<file path="src/rtl/prog_counter.sv">
// Prescaled up/down counter with load, programmable modulus, wrap/saturate
// mode, terminal-count pulse and sticky overflow flag. Single clock domain.
// Optional feature macro: PROG_COUNTER_STEP_EN adds a 'step' input that forces
// one count update independent of en and the prescaler.
module prog_counter #(
    parameter int unsigned WIDTH   = 4,
    parameter int unsigned MODULUS = 16,
    parameter int unsigned DIV_MAX = 50_000_000,
    parameter int unsigned DIV_W   = 26
) (
    input  logic             clk,
    input  logic             clr,
    input  logic             en,
    input  logic             up,
    input  logic             sat,
    input  logic             load,
    input  logic [WIDTH-1:0] load_val,
    input  logic             ovf_clr,
`ifdef PROG_COUNTER_STEP_EN
    input  logic             step,
`endif
    output logic [WIDTH-1:0] out,
    output logic             tick,
    output logic             tc,
    output logic             ovf
);

    localparam logic [WIDTH-1:0] MAX_VAL  = WIDTH'(MODULUS - 1);
    localparam logic [WIDTH:0]   MOD_EXT  = (WIDTH+1)'(MODULUS);
    localparam logic [DIV_W-1:0] DIV_LAST = DIV_W'(DIV_MAX - 1);

    logic [DIV_W-1:0] div_cnt;
    logic             tick_i;
    logic             step_i;
    logic             upd;
    logic             at_end;
    logic [WIDTH-1:0] next_out;
    logic [WIDTH-1:0] load_clamped;

    assign tick_i = en && (div_cnt == DIV_LAST);

`ifdef PROG_COUNTER_STEP_EN
    assign step_i = step;
`else
    assign step_i = 1'b0;
`endif

    // A step coincident with a prescaler tick still yields a single update.
    assign upd    = tick_i | step_i;
    assign at_end = up ? (out == MAX_VAL) : (out == '0);

    // Clamp out-of-range load values to the top of the count range.
    assign load_clamped = ({1'b0, load_val} < MOD_EXT) ? load_val : MAX_VAL;

    // Next count for an update: step within range, else wrap or hold at the end.
    always_comb begin
        next_out = out;
        if (at_end) begin
            if (!sat) begin
                next_out = up ? '0 : MAX_VAL;
            end
        end else begin
            next_out = up ? out + WIDTH'(1) : out - WIDTH'(1);
        end
    end

    // Prescaler: runs while enabled, restarts on load, holds while disabled.
    always_ff @(posedge clk) begin
        if (clr) begin
            div_cnt <= '0;
        end else if (load) begin
            div_cnt <= '0;
        end else if (en) begin
            div_cnt <= tick_i ? '0 : div_cnt + DIV_W'(1);
        end
    end

    // Count register, tick/tc pulses and sticky overflow; load beats update.
    always_ff @(posedge clk) begin
        if (clr) begin
            out  <= '0;
            tick <= 1'b0;
            tc   <= 1'b0;
            ovf  <= 1'b0;
        end else begin
            tick <= 1'b0;
            tc   <= 1'b0;
            if (load) begin
                out <= load_clamped;
            end else if (upd) begin
                out  <= next_out;
                tick <= 1'b1;
                tc   <= at_end;
            end
            if (upd && !load && at_end) begin
                ovf <= 1'b1;
            end else if (ovf_clr) begin
                ovf <= 1'b0;
            end
        end
    end

endmodule

</file>
<file path="config.mk">
export PLATFORM = sky130hd
export DESIGN_NAME = prog_counter
export DESIGN_NICKNAME = d
export VERILOG_FILES = /design/src/rtl/prog_counter.sv
export SDC_FILE = /design/constraint.sdc
export NUM_CORES = 1
export LEC_CHECK = 0
export CAP_MARGIN = 10
export CORE_UTILIZATION = 55
export DETAILED_ROUTE_END_ITERATION = 16
export PLACE_DENSITY = 0.88
export SYNTH_ARGS = -nofsm -noshare
export SYNTH_HDL_FRONTEND = slang
export SYNTH_SLANG_ARGS = --single-unit
</file>
<file path="constraint.sdc">
create_clock -name clk -period 2.2 [get_ports clk]
set_input_delay 0.44 -clock clk [delete_from_list [all_inputs] [get_ports clk]]
set_output_delay 0.44 -clock clk [all_outputs]
set_load 0.05 [all_outputs]
</file>
Word level (Yosys, flattened, before mapping). Cells that the tools add are included.

$add $sub $neg: 3. Equal/unequal tests: 3. Muxes and demuxes: 11. Bitwise gates (word level): 1. Reduce and logical (&&, ||, !) cells: 10.

Operator list (count): $add 26x1->26 const B (1); $eq 26x26->1 const B (1); $mux 26 (1); $mux 4 (6); $add 4x1->4 const B (1); $eq 4x4->1 const B (1); $logic_not 4->1 (1); $mux 1 (4); $reduce_bool 2->1 (2); $sub 4x1->4 const B (1); $logic_and 1x1->1 (3); $ne 3x3->1 const B (1); $reduce_or 3->1 (1); $reduce_and 2->1 (1); $reduce_or 2->1 (1); $logic_not 1->1 (1); $not 1->1 (1).

Bits in registers: 33. Input bits: 11. Output and inout port bits: 7. Logic and storage cells: 33.

Depth between registers and ports, before layout. Gate-level depths: netlist of the first run.

Depth after elaboration: 5. Gate-level depth with buffers: 7.

Least setup slack after synthesis of the first run. No wires, ideal clock.

Path type: flip-flop to flip-flop. From: register out[0]. To: register out[3]. Arrival time: 1.824 ns. Setup slack: 0.260 ns. Cell stages (with the launch flop): 6. Buffers on the path: 0. Clock period less this slack: 1.940 ns. Cell sequence: dfxtp_1 -> and4_1 -> mux2i_1 -> o2111a_2 -> or3_1 -> o211a_1.

Word-level cells in the longest chain between the ends: 5. Elaborated cells on any way between the ends: 11. Those cells by class: add/sub: 2; eq/ne: 2; mux: 5; reduce/logical: 2.

RTL lines: start: declaration (RTL line 22) `output logic [WIDTH-1:0] out,`; start signal: assignment (RTL line 89) `out <= load_clamped;`; start signal: assignment (RTL line 91) `out <= next_out;`; $sub 4x1->4 (tied with other cells) (RTL line 63) `next_out = up ? out + WIDTH'(1) : out - WIDTH'(1);`; $mux 4 or $mux 1 (tied branches) (RTL line 63, 50); $mux 4 (RTL line 58) `if (at_end) begin`; $mux 4 (RTL line 90) `end else if (upd) begin`; $mux 4 (RTL line 88) `if (load) begin`.

Several ways; a longest one is shown, not always the timed one. The select of a mux whose other input is x is not followed. A chain may end at the register's enable or synchronous reset.

Worst setup path in the final report of the first run.
From: register out[0]. To: output out[0].

No word-level cell between the ends.

==> summary.md, run 1 <==
| Metric | Value |
|---|---|
| Number of vias per cell | 5.52 |
| Synth Flop Type | dfxtp_1 |
| Initial antenna violation count | 0 |
| DRT antenna net count | 0 |
| Sink Count | 33 |
| DIE AREA | around 3200 um^2 |
| CP Cell Sequence | clkdlybuf4s50_1 |
| CP Buf/Inv Count | 1 |
| 1st-pass router iterations | 4 |
| Die height | between 50 and 60 um |
| Cells after Synth | roughly 190 |
| Yosys warns | 0 |
| Clock Skew | between 0.002 and 0.003 ns |
| Post-synth top area cell | dfxtp_1 |
| Synth top area cells | dfxtp_1 (40%), xnor2_1 (11%), nor2_1 (7.3%) |
| Mapped Nets | 207 |
| Switch share | 0.238 |
| Synth unique cells | 39 |
| Crit path from | out[0]$_SDFFE_PP0P_ |
| GR Util All Layers | 0.239 |
| Yosys top cell area share | 0.399 |
| WS Path Type | reg -> out |
| I/O Buffers | 17 |
| CTS tree | built |
| Fmax | 0.477 GHz |
| Pleak | 0.668 nW |
| Global route overflow | 0 |
| Inserted Diodes | 0 |
| Pint | 0.000811 W |
| Clock power frac | 0.313 |
| CP arrival | ~1.7 ns |
| Relative slew slack | 0.668 |
| Status | complete, no violations |
| Aggregate routed wire length | approximately 3.2 mm |
| Final Hold Viols | 0 |
| Non-Filler Instances | 250 |
| Clk Latency, worst-skew pair | approximately 0.33 ns |
| CP max-delay cell | clkdlybuf4s50_1 |
| Worst r2r src | div_cnt[0]$_SDFFE_PP0P_ |
| Post-CTS Setup Repair Bufs | 0 |
| Largest net degree at the start of global routing | 24 |
| Combinational power share | 0.111 |
| P per Cell Area | roughly 540 nW/um^2 |
| Final min period | around 2.1 ns |
| Root buffer cell | clkbuf_4 |
| Initial DRC count | between 60 and 70 |
| Cts repair resizes | 0 |
| CP peak stage delay | ~0.85 ns |
| Worst Max-Slew Pin Slew | roughly 0.50 ns |
| RSZ-0062 raised after global routing | false |
| First-pass GRT wire length | around 6 mm |
| Max H-tree Level | 2 |
| DR vias | about 1400 |
| Critical Path RT | about 1.8 ns |
| DP HPWL | around 2.4 mm |
| Placer's final routability congestion estimate | roughly 0.86 |
| Drt wl/cell | roughly 13 um |
| TritonCTS buffer count | 5 |
| Seq cells post-synth | 33 |
| # rows | 19 |
| Mapped Avg Cell Area | approximately 8.6 um^2 |
| Core area | 2810 um^2 |
| Die Width | 56.8 um |
| Layout net count | 234 |
| Crit path max fanout | 6 |
| Max-cap violations | 0 |
| Post-CTS Hold Fix Bufs | 0 |
| Register area share after synthesis | 0.399 |
| Fin. max-slew vios | 0 |
| Hold/Removal Path Class | reg -> reg |
| Critical path startpoint category | register |
| Area Overhead vs Synth | 19.1% |
| Final hold slack | ~0.50 ns |
| Effective utilization at floorplan | 0.590 |
| Cells after DPL | about 240 |
| Flop pwr share | 0.575 |
| Hold Crit Start | div_cnt[1]$_SDFFE_PP0P_ |
| EDFF count, synth | 0 |
| Period utilization | 0.953 |
| Max Root-Sink Buffers | 2 |
| Synthesized cell area | between 1500 and 2000 um^2 |
| P_sw | 0.000254 W |
| Clk pin slew, worst setup/hold paths | roughly 0.090 ns |
| Number of global-route vias before repair | 1361 |
| Largest delay share family, worst path | buffers and inverters |
| Setup violators final | 0 |
| Async S/R FF share, synth | 0 |
| Endpoint class of the critical path | output port |
| Drt drc | 0 |
| # IOs | 18 |
| Worst-case vdd ir drop | 464 uV |
| Share of cells above drive strength 1 | 0.105 |
[cell families (layout without fill, tap and decap cells)]
| family | after synthesis | in the layout | share of synthesized area |
|---|---|---|---|
| adders and majority gates | 4 | 4 | 0.0348 |
| muxes | 3 | 3 | 0.0182 |
| and+or+nand+nor | 96 | 96 | 0.299 |
| DFF | 33 | 33 | 0.399 |
| xor gates and xnor gates | 28 | 28 | 0.148 |
| AOI/OAI and AO/OA | 15 | 15 | 0.0658 |
| buffers and inverters | 13 | 40 | 0.0348 |
[cell type report]
| cell class | count | area (um^2) |
|---|---|---|
| flip-flops and latches | 33 | 661 |
| repair buffers | 25 | 243 |
| fillers | 218 | 836 |
| clock buffers | 7 | 55.1 |
| multi-input cells | 146 | 942 |
| inverters | 8 | 30.0 |
| well taps | 31 | 38.8 |
[placed cells by master, fill, tap and decap left out, drive strengths merged, types with 2 or more instances in the layout]
cell           netlist  routed
nand3                8       8
buf                  2       8
and2                 2       2
a21oi                5       5
xnor2               20      20
inv                  8       8
nor2                33      33
nor3                11      11
nor4                 7       7
nand2               16      16
or2                  2       2
and4                 2       2
clkdlybuf4s50        0      17
mux2i                3       3
nand2b               2       2
o22ai                2       2
and3                 2       2
o21ai                2       2
clkbuf               3       7
xor2                 8       8
or4                  2       2
nand4                7       7
dfxtp               33      33
ha                   3       3
[layer usage]
layer  track usage  vias to the layer above  wire length, um
met1         0.320                      627             1530
li1              -                      710                -
met2         0.372                       38             1450
met3        0.0760                        4              198
met5             0                        -                0
met4        0.0627                        0               26
[registers in the layout (all words and copies together) (netlist names)]
register and count:
div_cnt 26, out 4, tick 1, ovf 1, tc 1
[power by group through the flow]
stage | Combinational, W | Clock, W | Sequential, W
2_1_floorplan | 0.0000500 | 0 | 0.000642
3_3_place_gp | 0.000116 | 0 | 0.000626
3_5_place_dp | 0.000118 | 0 | 0.000626
4_1_cts | 0.000118 | 0.000342 | 0.000612
5_1_grt | 0.000129 | 0.000364 | 0.000614
6_report | 0.000118 | 0.000334 | 0.000612
[stage by stage]
step	TNS [ns]	utilization	setup slack, ns	total power [W]	cell area (um^2)
floorplan	0	-	0.260	0.000692	1650
CTS	0	0.700	0.0869	0.00107	1960
finish	0	0.702	0.104	0.00106	1970
global route	0	0.702	0.0405	0.00111	1970
global placement	-0.410	0.680	-0.0303	0.000742	1910
detailed placement	-0.623	0.680	-0.0485	0.000744	1910
[Yosys cell counts, types with 2 or more instances]
cell type,number
and4_1,2
inv_1,8
nand4_1,7
xor2_1,8
nand2b_1,2
ha_1,3
o21ai_0,2
nand2_1,16
and3_1,2
a21oi_1,5
nand3_1,7
nor2_1,32
nor4_1,6
o22ai_1,2
xnor2_1,20
mux2i_1,3
dfxtp_1,33
nor3_1,10
clkbuf_1,2
and2_1,2
buf_4,2
[final timing paths]
| check | endpoint | slack (ns) | depth (start not counted) |
|---|---|---|---|
| worst max register to register | div_cnt[24]$_SDFFE_PP0P_ | 0.32 | 6 |
| worst max-delay path | out[0] | 0.10 | 1 |
| worst min-delay path | div_cnt[1]$_SDFFE_PP0P_ | 0.50 | 2 |
| worst min register to register | div_cnt[1]$_SDFFE_PP0P_ | 0.50 | 2 |
No activity file was read; power rests on OpenSTA's default activity.
==> inputs of run 2 (changes only) <==
Settings changed: CORE_ASPECT_RATIO from default to 1.25.
==> run 2 against run 1 <==
Against the previous run: total power decreased by 0.54%; utilization rose by 0.95 points; via count grew 2.6%; cell area shrank 0.32%; clock power is 1% lower; highest routed layer unchanged.
==> summary.md, run 2 (same netlist as run 1, synthesis figures left out) <==
| Metric | Value |
|---|---|
| Number of global-route vias before repair | about 1300 |
| P per Cell Area | approximately 540 nW/um^2 |
| Clk pin slew, worst setup/hold paths | 0.10 ns |
| DRT antenna net count | 0 |
| Top reg by flops | div_cnt |
| Layout net count | around 230 |
| Post-CTS Hold Fix Bufs | 0 |
| Hold Crit Start | div_cnt[1]$_SDFFE_PP0P_ |
| Most common cell after layout, fill and taps aside | dfxtp_1 |
| CP Cell Sequence | clkdlybuf4s50_1 |
| Initial DRC count | 35 |
| DIE AREA | 3230 um^2 |
| Reg2reg setup slack | a little over 0.3 ns |
| WS Path Type | reg -> out |
| Worst Max-Slew Pin Slew | 0.495 ns |
| RSZ-0062 raised after global routing | false |
| Largest regs | div_cnt: 26 flops, out: 4 flops |
| Final min period | approximately 2.1 ns |
| Clock Skew | 0.00889 ns |
| Sink Count | 33 |
| Critical path startpoint category | register |
| Share of cells above drive strength 1 | 0.105 |
| Status | complete, no violations |
| Worst r2r path cells | 6 |
| Area of the multi-input gates | slightly above 900 um^2 |
| Crit path max fanout | 6 |
| Number of vias per cell | roughly 5.6 |
| Worst hold stages | 2 |
| Most frequent cells in the layout | dfxtp_1 (33), nor2_1 (32), xnor2_1 (20) |
| Worst r2r src | div_cnt[0]$_SDFFE_PP0P_ |
| Effective utilization at floorplan | 0.600 |
| Drt wl/cell | roughly 13 um |
| CP max-delay cell | clkdlybuf4s50_1 |
| Final Hold Viols | 0 |
| CP Buf/Inv Count | 1 |
| Cts repair resizes | 0 |
| CP peak stage delay | roughly 0.86 ns |
| Inserted Diodes | 0 |
| Relative slew slack | 0.667 |
| Fin. max-slew vios | 0 |
| First-pass GRT wire length | 5.51 mm |
| Design Power | around 0.0011 W |
| Area taken by flip-flops and latches | about 660 um^2 |
| Max H-tree Level | 2 |
| CTS tree | built |
| Fill cell count | a little over 200 |
| 1st-pass router iterations | 5 |
| Final WS setup | a little over 0.08 ns |
| Max reg flops | 26 |
| Critical Path RT | approximately 1.8 ns |
| Crit path from | out[0]$_SDFFE_PP0P_ |
| Setup violators final | 0 |
| I/O Buffers | 17 |
| Clk Latency, worst-skew pair | 0.34 ns |
| Period utilization | 0.963 |
| Core area | around 2800 um^2 |
| Drt drc | 0 |
| # IOs | 18 |
| Worst-case vdd ir drop | around 450 uV |
| Die Width | between 50 and 60 um |
| Max-cap violations | 0 |
| Endpoint class of the critical path | output port |
| Final hold slack | slightly above 0.5 ns |
| Initial antenna violation count | 0 |
| Aggregate routed wire length | about 3.2 mm |
| Pleak | 0.668 nW |
| GR Util All Layers | 0.226 |
| Placer's final routability congestion estimate | 0.834 |
| DR vias | 1415 |
| # rows | 21 |
| Area Overhead vs Synth | 18.7% |
| Worst R2R End | out[1]$_SDFFE_PP0P_ |
| Largest net degree at the start of global routing | 24 |
| Hold/Removal Path Class | reg -> reg |
| Global route overflow | 0 |
| Setup TNS | 0 ns |
| TritonCTS buffer count | 5 |
| Post-layout util | 0.712 |
| Post-CTS Setup Repair Bufs | 0 |
| Max Root-Sink Buffers | 2 |
| Hold Path End | div_cnt[1]$_SDFFE_PP0P_ |
| CP arrival | 1.68 ns |
| Die height | 63.3 um |
| Fmax | roughly 0.47 GHz |
| DP HPWL | ~2.4 mm |
| Root buffer cell | clkbuf_4 |
| Post-place setup slack | -0.0331 ns |
| Largest delay share family, worst path | buffers and inverters |
## run 2: changes by cell type in the layout (fill, tap and decap cells not counted)
cell	before	now
clkbuf_8	1	0
clkinv_2	0	2
nor4_1	5	6
nor4_2	1	0
## run 2: through the flow
step	area, um^2	std cells
2_1_floorplan	1650	192
3_3_place_gp	1910	246
3_5_place_dp	1910	246
4_1_cts	1960	254
5_1_grt	1960	254
6_report	1960	254
## run 2: final cells by class
class	count	share of cell area
Clock inverter	2	0.00510
Clock buffer	6	0.0210
Inverter	8	0.0153
Multi-Input combinational cell	146	0.477
Sequential cell	33	0.337
Timing Repair Buffer	25	0.124
Tap cell	34	0.0217
## run 2: how the worst max path moves through the flow
| stage | to | slack [ns] | depth (start not counted) |
|---|---|---|---|
| floorplan | out[3]$_SDFFE_PP0P_ | 0.26 | 5 |
| global route | out[0] | 0.05 | 1 |
| finish | out[0] | 0.08 | 1 |
| detailed placement | div_cnt[21]$_SDFFE_PP0P_ | -0.03 | 7 |
| global placement | div_cnt[24]$_SDFFE_PP0P_ | 0.03 | 6 |
| CTS | out[0] | 0.07 | 1 |
## run 2: per-layer routing
metal,global-route usage,wire length [um],vias to the layer above
met1,0.277,1490,664
li1,-,-,715
met4,0.0833,56,0
met2,0.365,1570,29
met3,0.0676,121,7
met5,0,0,-
## run 2: power breakdown
group	leakage (nW)	internal (W)	switching, W
clock network	0.0320	0.000122	0.000207
logic	0.369	0.0000558	0.0000615
registers	0.267	0.000603	0.00000932
